File: src/rtl/tuning_word_gen.sv
// tuning_word_gen: converts a three-digit keypad frequency entry with a unit
// code into a 32-bit NCO phase increment, TW = f * 2^32 / 4 MHz.
// N (0..999) is multiplied by a 32.16 fixed-point constant K with a
// sequential shift-add multiplier (one multiplier bit per cycle, 10 cycles).
// Optional build macro TW_ROUND_EN: when defined, the result is rounded
// half-up (saturating) instead of truncated.
module tuning_word_gen #(
   parameter int unsigned CLR_ON_ERR = 0
) (
   input  logic        clk_4MHz,
   input  logic        rst,
   input  logic        freq_select,
   input  logic [3:0]  digit0,
   input  logic [3:0]  digit1,
   input  logic [3:0]  digit2,
   input  logic [3:0]  unit,
   output logic [31:0] tuning_word,
   output logic        word_valid,
   output logic        busy,
   output logic        range_err
);

   typedef enum logic [2:0] {
      IDLE = 3'd0,
      LOAD = 3'd1,
      MUL  = 3'd2,
      DONE = 3'd3,
      ERR  = 3'd4
   } state_t;

   localparam logic [47:0] K_MHZ_MILLI = 48'd70369;
   localparam logic [47:0] K_HZ        = 48'd70368744;
   localparam logic [47:0] K_KHZ       = 48'd70368744178;
   localparam logic [47:0] K_MHZ       = 48'h4000_0000_0000;

   state_t      state_q, state_d;
   logic        fsel_q;
   logic        arm_q, arm_d;
   logic [3:0]  d0_q, d1_q, d2_q, unit_q;
   logic [9:0]  n_q, n_d;
   logic [57:0] mcand_q, mcand_d;
   logic [57:0] acc_q, acc_d;
   logic [3:0]  cnt_q, cnt_d;
   logic [31:0] tw_q, tw_d;
   logic        wv_q, wv_d;
   logic        rerr_q, rerr_d;

   logic        accept;
   logic [9:0]  n_calc;
   logic [47:0] k_sel;
   logic        unit_ok;
   logic        load_err;

`ifdef TW_ROUND_EN
   // Round half-up on bit 15 and clamp instead of wrapping on overflow.
   function automatic logic [31:0] tw_round(input logic [32:0] bits_47_15);
      logic [32:0] sum;
      sum = {1'b0, bits_47_15[32:1]} + {32'd0, bits_47_15[0]};
      return sum[32] ? 32'hffff_ffff : sum[31:0];
   endfunction
`endif

   // A request needs a fresh rising edge seen after freq_select was low at
   // least once since reset, so a level held through reset does not fire.
   assign accept = (state_q == IDLE) && arm_q && !fsel_q && freq_select;

   // Decimal value of the captured digits and per-unit scale constant.
   always_comb begin
      n_calc  = ({6'd0, d0_q} * 10'd100) + ({6'd0, d1_q} * 10'd10) + {6'd0, d2_q};
      k_sel   = 48'd0;
      unit_ok = 1'b1;
      case (unit_q)
         4'ha:    k_sel = K_MHZ_MILLI;
         4'hb:    k_sel = K_HZ;
         4'hc:    k_sel = K_KHZ;
         4'hd:    k_sel = K_MHZ;
         default: unit_ok = 1'b0;
      endcase
      load_err = (d0_q > 4'd9) || (d1_q > 4'd9) || (d2_q > 4'd9) || !unit_ok ||
                 ((unit_q == 4'hd) && (n_calc >= 10'd2));
   end

   // Next-state and datapath control for the conversion sequence.
   always_comb begin
      state_d = state_q;
      arm_d   = arm_q | ~freq_select;
      n_d     = n_q;
      mcand_d = mcand_q;
      acc_d   = acc_q;
      cnt_d   = cnt_q;
      tw_d    = tw_q;
      wv_d    = 1'b0;
      rerr_d  = rerr_q;
      case (state_q)
         IDLE: begin
            if (accept) state_d = LOAD;
         end
         LOAD: begin
            n_d     = n_calc;
            mcand_d = {10'd0, k_sel};
            acc_d   = 58'd0;
            cnt_d   = 4'd0;
            state_d = load_err ? ERR : MUL;
         end
         MUL: begin
            if (n_q[0]) acc_d = acc_q + mcand_q;
            mcand_d = {mcand_q[56:0], 1'b0};
            n_d     = {1'b0, n_q[9:1]};
            cnt_d   = cnt_q + 4'd1;
            if (cnt_q == 4'd9) state_d = DONE;
         end
         DONE: begin
`ifdef TW_ROUND_EN
            tw_d = tw_round(acc_q[47:15]);
`else
            tw_d = acc_q[47:16];
`endif
            wv_d    = 1'b1;
            rerr_d  = 1'b0;
            state_d = IDLE;
         end
         ERR: begin
            rerr_d = 1'b1;
            if (CLR_ON_ERR != 0) tw_d = 32'd0;
            state_d = IDLE;
         end
         default: state_d = IDLE;
      endcase
   end

   // State, edge detector, multiplier and output registers.
   always_ff @(posedge clk_4MHz or posedge rst) begin
      if (rst) begin
         state_q <= IDLE;
         fsel_q  <= 1'b0;
         arm_q   <= 1'b0;
         n_q     <= 10'd0;
         mcand_q <= 58'd0;
         acc_q   <= 58'd0;
         cnt_q   <= 4'd0;
         tw_q    <= 32'd0;
         wv_q    <= 1'b0;
         rerr_q  <= 1'b0;
      end else begin
         state_q <= state_d;
         fsel_q  <= freq_select;
         arm_q   <= arm_d;
         n_q     <= n_d;
         mcand_q <= mcand_d;
         acc_q   <= acc_d;
         cnt_q   <= cnt_d;
         tw_q    <= tw_d;
         wv_q    <= wv_d;
         rerr_q  <= rerr_d;
      end
   end

   // Snapshot the entry on acceptance so keypad activity while busy is ignored.
   always_ff @(posedge clk_4MHz) begin
      if (accept) begin
         d0_q   <= digit0;
         d1_q   <= digit1;
         d2_q   <= digit2;
         unit_q <= unit;
      end
   end

   assign tuning_word = tw_q;
   assign word_valid  = wv_q;
   assign busy        = (state_q != IDLE);
   assign range_err   = rerr_q;

endmodule
File: config.mk
export PLATFORM = sky130hd
export DESIGN_NAME = tuning_word_gen
export DESIGN_NICKNAME = d
export VERILOG_FILES = /design/src/rtl/tuning_word_gen.sv
export SDC_FILE = /design/constraint.sdc
export NUM_CORES = 1
export LEC_CHECK = 0
export CAP_MARGIN = 10
export CORE_MARGIN = 4
export CORE_UTILIZATION = 61
export CTS_BUF_LIST = sky130_fd_sc_hd__clkbuf_8 sky130_fd_sc_hd__clkbuf_16
export CTS_CLUSTER_SIZE = 25
export DETAILED_ROUTE_END_ITERATION = 6
export DONT_BUFFER_PORTS = 1
export PLACE_DENSITY = 0.84
export SYNTH_ARGS = -nofsm -noshare
export SYNTH_HDL_FRONTEND = slang
export SYNTH_SLANG_ARGS = --single-unit
File: constraint.sdc
create_clock -name clk_4MHz -period 6.35 [get_ports clk_4MHz]
set_clock_uncertainty 0.2 [all_clocks]
set_input_delay 1.5875 -clock clk_4MHz [delete_from_list [all_inputs] [get_ports clk_4MHz]]
set_output_delay 1.5875 -clock clk_4MHz [all_outputs]
set_load 0.05 [all_outputs]
==> results.cfg, run 1 <==
[route]
routedWlPerCell_um = 17.9
num_vias = 7147
final_antenna_net_count = 0
drtPass1Iterations = 5
viasPerCell = 6.32
drt_iter0_markers = 587
routed_wl_um = 20300
drc = 0

[sta]
drv_slew = 0
hold_violations = 0
tns_ns = 0
fmax_mhz = 250
worstMarginPinSlew_ns = 1.01
fin_crit_sh = 0.631
max_slew_margin = 0.324
setup_viol = 0
min_period_ns = 4.00
fin_hold_ws_ns = 0.281
fin_ws_ns = 2.35
rsz0062_at_grt = no

[clock_tree]
htree_levels = 4
cts.repair.resized = 0
cts_tree = built
clk_latency_ns = 0.43
cts-root-buf = clkbuf_16
cts_buffers = 17
cts.reportedPaths.clkPinSlew_ns = 0.06
postCtsHoldBufs = 0
clkSinkCount = 165
cts.path.max_buffers = 2
postCtsSetupRepairBufs = 0

[placement]
dp_hpwl_um = 13500
place_area_um2 = 9370
post-place-ws_ns = 2.47
port_buffers = 0
place_congestion = 0.937

[synth]
yosysUniqueCellTypes = 64
synth.area.top_cells = dfrtp_1, ha_1, nand2_1, edfxtp_1, a21oi_1
netlist.top_cell.by_area = dfrtp_1
synth_top_family_by_area = compound AO/OA/AOI/OAI gates
synth_compound_gate_area_share = 0.197
synth.top_cell.area_share = 0.403
synth_simple_gate_area_frac = 0.148
synth_edf_count = 16
yosysSeqAreaShare = 0.455
synthMuxAreaShare = 0.00324
async_flop_share = 0.903
postSynthCellCount = 959
synth-xor-area-share = 0.0511
synth_area_um2 = 9260
syn-num-nets = 1060
synth_fa_ha_area_frac = 0.116
synthFlopType = dfrtp_1
ys_warn_count = 0
ys_ff_latch = 165
syn_area_per_cell_um2 = 9.65

[power_and_ir_drop]
intPower_mw = 1.88
p_switching_uw = 629
p_leak_nw = 4.82
power_frac_seq = 0.468
irDropWorstVdd_mv = 0.256
powerDensity_nw_per_um2 = 251
p_clk_frac = 0.420
switching_share = 0.251
comb_power_share = 0.112

[worst_setup_path]
cp.required_ns = 6.50
crit_family = compound AO/OA/AOI/OAI gates
cp_common_cell = a21oi_1
max_stage_delay_ns = 0.70
path_cells = ha_1 > a21oi_1 > nor2_1 > a2111oi_0 > o21ai_0 > o211ai_2 > o31a_1 > o21ai_1 > a21oi_1 > o21ai_2 > mux2i_1 > a21oi_1 > mux2i_1
slowest_stage = a2111oi_0
cp_max_fo = 4
critPathKind = reg -> reg
rrSetupSlack_ns = 2.35
critPathBufInv = 0
crit_path_end_kind = flop
worstPathArrival_ns = 4.16
cp-start-kind = flop

[floorplan]
core-area_um2 = 14700
die_y_um = 131
die_w_um = 131
rows = 44
start_util = 0.630
io_pins = 54
die-area_um2 = 17200

[global_route]
grt_remaining_overflow = 0
grt_max_degree = 105
grt_pass1_vias = 6998
grt_pass1_wl_um = 34400
grtUsageTotal = 0.240
antenna_found_initial = 0

[job]
maxCapViolations = 0

[worst_hold_path]
hold_class = reg -> reg

[layout]
nets = 1038
drive_above_1_share = 0.0570
antenna_cells = 0
stdcell_area_um2 = 9990
area_growth_syn_to_layout_pct = 7.99

[outcome]
status = complete, no violations
## layout by cell type, fill, tap and decap left out, types with 6 or more instances in the layout
| master | netlist | routed |
|---|---|---|
| a21o_1 | 20 | 20 |
| a21oi_1 | 60 | 60 |
| a221o_1 | 17 | 17 |
| a22o_1 | 21 | 21 |
| a22oi_1 | 17 | 17 |
| a31oi_1 | 6 | 6 |
| clkbuf_16 | 0 | 17 |
| dfrtp_1 | 149 | 149 |
| edfxtp_1 | 16 | 16 |
| fa_1 | 6 | 6 |
| ha_1 | 76 | 76 |
| inv_1 | 27 | 28 |
| nand2_1 | 166 | 164 |
| nand3_1 | 58 | 58 |
| nand4_1 | 10 | 10 |
| nor2_1 | 27 | 26 |
| nor2b_1 | 9 | 9 |
| o21ai_0 | 58 | 58 |
| o21ai_1 | 29 | 29 |
| o21bai_1 | 12 | 12 |
| xnor2_1 | 29 | 29 |
| xor2_1 | 25 | 25 |
## routing by layer
layer,up-vias,share of wire,track usage,wire length [um]
li1,3393,-,-,-
met1,3519,0.45,0.321,9050
met2,199,0.49,0.399,9980
met3,36,0.044,0.0512,896
met4,0,0.016,0.0665,332
met5,-,0,0,0
## layout make-up
type	instances	area [um^2]
Clock buffer	17	425
Clock inverter	12	168
Fill cell	1121	4700
Inverter	27	106
Multi-Input combinational cell	719	4790
Sequential cell	165	4210
Tap cell	184	230
Timing Repair Buffer	7	68.8
## sequential cells by signal (all words and copies together), names as in the netlist
register	flops
d1_q	4
d2_q	4
d0_q	4
unit_q	4
state_q	3
mcand_q	48
word_valid	1
n_q	10
range_err	1
tuning_word	32
arm_q	1
fsel_q	1
acc_q	48
cnt_q	4
## power groups by stage
stage | registers [mW] | clock network [mW] | logic [mW]
floorplan | 1.18 | 0 | 0.220
global placement | 1.19 | 0 | 0.264
detailed placement | 1.19 | 0 | 0.273
CTS | 1.17 | 1.06 | 0.279
global route | 1.18 | 1.11 | 0.319
finish | 1.17 | 1.05 | 0.281
## logic make-up after synthesis
kind of cell / after synthesis
XOR/XNOR: 54
flip-flops: 165
buffers and inverters: 75
AO/OA/AOI/OAI: 274
adder cells (fa/ha/maj): 82
AND/OR/NAND/NOR: 306
multiplexers: 3
## final timing paths
kind	start	to	cells past startpoint
min	arm_q$_DFF_PP0_	arm_q$_DFF_PP0_	1
max in group asynchronous	rst	acc_q[44]$_DFFE_PP0P_	2
max	mcand_q[18]$_DFFE_PP0P_	acc_q[47]$_DFFE_PP0P_	13
max reg2reg	mcand_q[18]$_DFFE_PP0P_	acc_q[47]$_DFFE_PP0P_	13
min reg2reg	arm_q$_DFF_PP0_	arm_q$_DFF_PP0_	1
min in group asynchronous	rst	mcand_q[10]$_DFFE_PP0P_	1
## through the flow
stage | instances | util | total power, mW
after floorplan | 959 | - | 1.40
after global placement | 1100 | 0.637 | 1.45
after detailed placement | 1100 | 0.637 | 1.47
after CTS | 1129 | 0.678 | 2.51
after global routing | 1131 | 0.680 | 2.61
final | 1131 | 0.680 | 2.51
## synth_stat cells (2+ instances only)
| cell | number |
|---|---|
| inv_1 | 27 |
| a21boi_1 | 2 |
| a31oi_1 | 6 |
| a21oi_2 | 3 |
| dfrtp_1 | 149 |
| nand2_1 | 166 |
| clkbuf_1 | 42 |
| a41oi_1 | 2 |
| o21a_1 | 2 |
| nand3_1 | 58 |
| a221o_1 | 17 |
| xnor2_1 | 29 |
| a21oi_1 | 60 |
| edfxtp_1 | 16 |
| a221oi_1 | 2 |
| and2_1 | 4 |
| nor3b_1 | 2 |
| nand4_1 | 10 |
| o31ai_1 | 2 |
| a211oi_1 | 3 |
| nand2b_1 | 4 |
| buf_1 | 6 |
| o21ai_0 | 58 |
| and3_1 | 4 |
| a22oi_1 | 17 |
| nor4_1 | 3 |
| xor2_1 | 25 |
| fa_1 | 6 |
| or3_1 | 2 |
| nor2_1 | 27 |
| nor3_1 | 7 |
| o21ai_1 | 29 |
| o21bai_1 | 12 |
| a22o_1 | 21 |
| ha_1 | 76 |
| a21o_1 | 20 |
| mux2i_1 | 3 |
| nand3b_1 | 3 |
| nor2b_1 | 9 |
## worst register-to-register path: stages, from the launching register on
cell and delay, ns:
dfrtp_1 0.41, ha_1 0.37, a21oi_1 0.32, nor2_1 0.10, a2111oi_0 0.71, o21ai_0 0.25, o211ai_2 0.18, o31a_1 0.25
o21ai_1 0.15, a21oi_1 0.33, o21ai_2 0.14, mux2i_1 0.14, a21oi_1 0.18, mux2i_1 0.21
(Power assumes the default switching activity.)
==> run 2, diff against run 1 <==
- clock period: 6.35 -> 4.08 ns (I/O delays scaled with it)
==> run 2 against run 1 <==
Net effect:
- sequential power is 56% higher
- die area stayed put
- critical path depth is 2 higher
- routed wire length is 0.16% higher
- critical endpoint is now state_q[2]$_DFFE_PP0P_
- largest power group unchanged
==> results.cfg, run 2 (synthesized netlist as in run 1, its figures left out) <==
[route]
drt_iter0_markers = 650
met2_length_um = 10100
routed_wl_um = 20300
drc = 0
met1_length_um = 9020
num_vias = 7138
viasPerCell = 6.28
drtPass1Iterations = 5
top_layer_used = met4
final_antenna_net_count = 0
dr_wl_met3_um = 977
routedWlPerCell_um = 17.8

[clock_tree]
clk_latency_ns = 0.43
clkSinkCount = 165
cts_buffers = 17
cts-root-buf = clkbuf_16
cts.reportedPaths.clkPinSlew_ns = 0.07
htree_levels = 4
cts.path.max_buffers = 2
postCtsHoldBufs = 0
cts_tree = built

[global_route]
antenna_found_initial = 0
grt_pass1_vias = 6916
grtUsageTotal = 0.239
grt_remaining_overflow = 0
grt_max_degree = 150
grt_pass1_wl_um = 34200

[floorplan]
die_w_um = 131
io_pins = 54
core-area_um2 = 14700
die_y_um = 131
rows = 44
die-area_um2 = 17200
start_util = 0.630

[layout]
antenna_cells = 0
stdcell_count = 1137
final_cell_mix = nand2_1, dfrtp_1, ha_1
fin_util = 0.679
final_common_cell = nand2_1
multi_input_area_um2 = 4790
nets = 1041
drive_above_1_share = 0.0598
area_growth_syn_to_layout_pct = 7.84
fill_cells = 1102
register_area_um2 = 4210

[worst_setup_path]
cp-start-kind = flop
cp.required_ns = 4.21
crit_path_end_kind = flop
reg2reg_depth = 15
worstPathArrival_ns = 4.02
critPathKind = reg -> reg
cp_max_fo = 3

[power_and_ir_drop]
p_clk_frac = 0.399
p_leak_nw = 4.80
power_frac_seq = 0.484
irDropWorstVdd_mv = 0.419
comb_power_share = 0.117
power_mw = 3.78
powerDensity_nw_per_um2 = 378
intPower_mw = 2.77
p_switching_mw = 1.01
switching_share = 0.267

[placement]
placed_cells = 1102
port_buffers = 0
place_congestion = 0.937
dp_hpwl_um = 13500

[outcome]
status = complete, no violations

[sta]
worstMarginPinSlew_ns = 1.05
hold_violations = 0
drv_slew = 0
tns_ns = 0
fmax_mhz = 257
fin_crit_sh = 0.954
setup_viol = 0
max_slew_margin = 0.299
fin_hold_ws_ns = 0.275
min_period_ns = 3.89

[worst_hold_path]
min_path_cells = 1
hold_class = reg -> reg

[job]
maxCapViolations = 0
-- run 2: cell count changes in the layout (fill, tap and decap cells not counted), sizes merged --
cell / before / now
buf: 7 / 10
clkinv: 4 / 6
clkinvlp: 1 / 4
bufinv: 4 / 1
clkbuf: 17 / 18
-- run 2: timing repair --
| action | in CTS | in global routing |
|---|---|---|
| buffers inserted | 0 | 2 |
| setup endpoints to repair | 0 | 2 |
| gates resized for setup | 0 | 1 |
-- run 2: area by class of cell --
class,count,share of cell area
multi-input cells,719,0.480
clock inverters,14,0.0110
repair buffers,10,0.0100
inverters,27,0.0105
flip-flops and latches,165,0.422
well taps,184,0.0231
clock buffers,18,0.0440
-- run 2: final timing paths --
path	startpoint	endpoint	slack, ns
max	d1_q[3]$_DFFE_PP_	state_q[2]$_DFFE_PP0P_	0.19
min	acc_q[47]$_DFFE_PP0P_	acc_q[47]$_DFFE_PP0P_	0.27
max reg2reg	d1_q[3]$_DFFE_PP_	state_q[2]$_DFFE_PP0P_	0.19
min reg2reg	acc_q[47]$_DFFE_PP0P_	acc_q[47]$_DFFE_PP0P_	0.27
max in group asynchronous	rst	mcand_q[11]$_DFFE_PP0P_	2.56
min in group asynchronous	rst	acc_q[41]$_DFFE_PP0P_	0.42
-- run 2: per-stage QoR --
step	instance area (um^2)	worst slack (ns)
after floorplan	9260	0.366
after global placement	9400	0.266
after detailed placement	9400	0.143
after CTS	9950	0.134
after global routing	9980	-0.00949
final	9980	0.187
-- run 2: critical path: stages, from the launching register on --
cell and delay, ns:
edfxtp_1 0.42, ha_1 0.33, ha_1 0.23, fa_1 0.44
ha_1 0.29, ha_1 0.31, inv_2 0.08, nor2_1 0.04
nor2_1 0.16, o21bai_1 0.08, a21oi_1 0.15, xor2_1 0.18
and4_1 0.21, a31oi_1 0.08, or4_1 0.42, and2_1 0.17
-- run 2: power groups by stage --
stage / Combinational [mW] / Clock (mW) / Sequential (mW)
floorplan: 0.342 / 0 / 1.83
global placement: 0.411 / 0 / 1.85
detailed placement: 0.429 / 0 / 1.86
CTS: 0.436 / 1.52 / 1.83
global route: 0.496 / 1.60 / 1.84
finish: 0.441 / 1.51 / 1.83
-- run 2: layer usage --
layer,up-vias,track usage
met3,23,0.0528
met5,-,0
met2,200,0.412
met4,0,0.0508
li1,3401,-
met1,3514,0.313
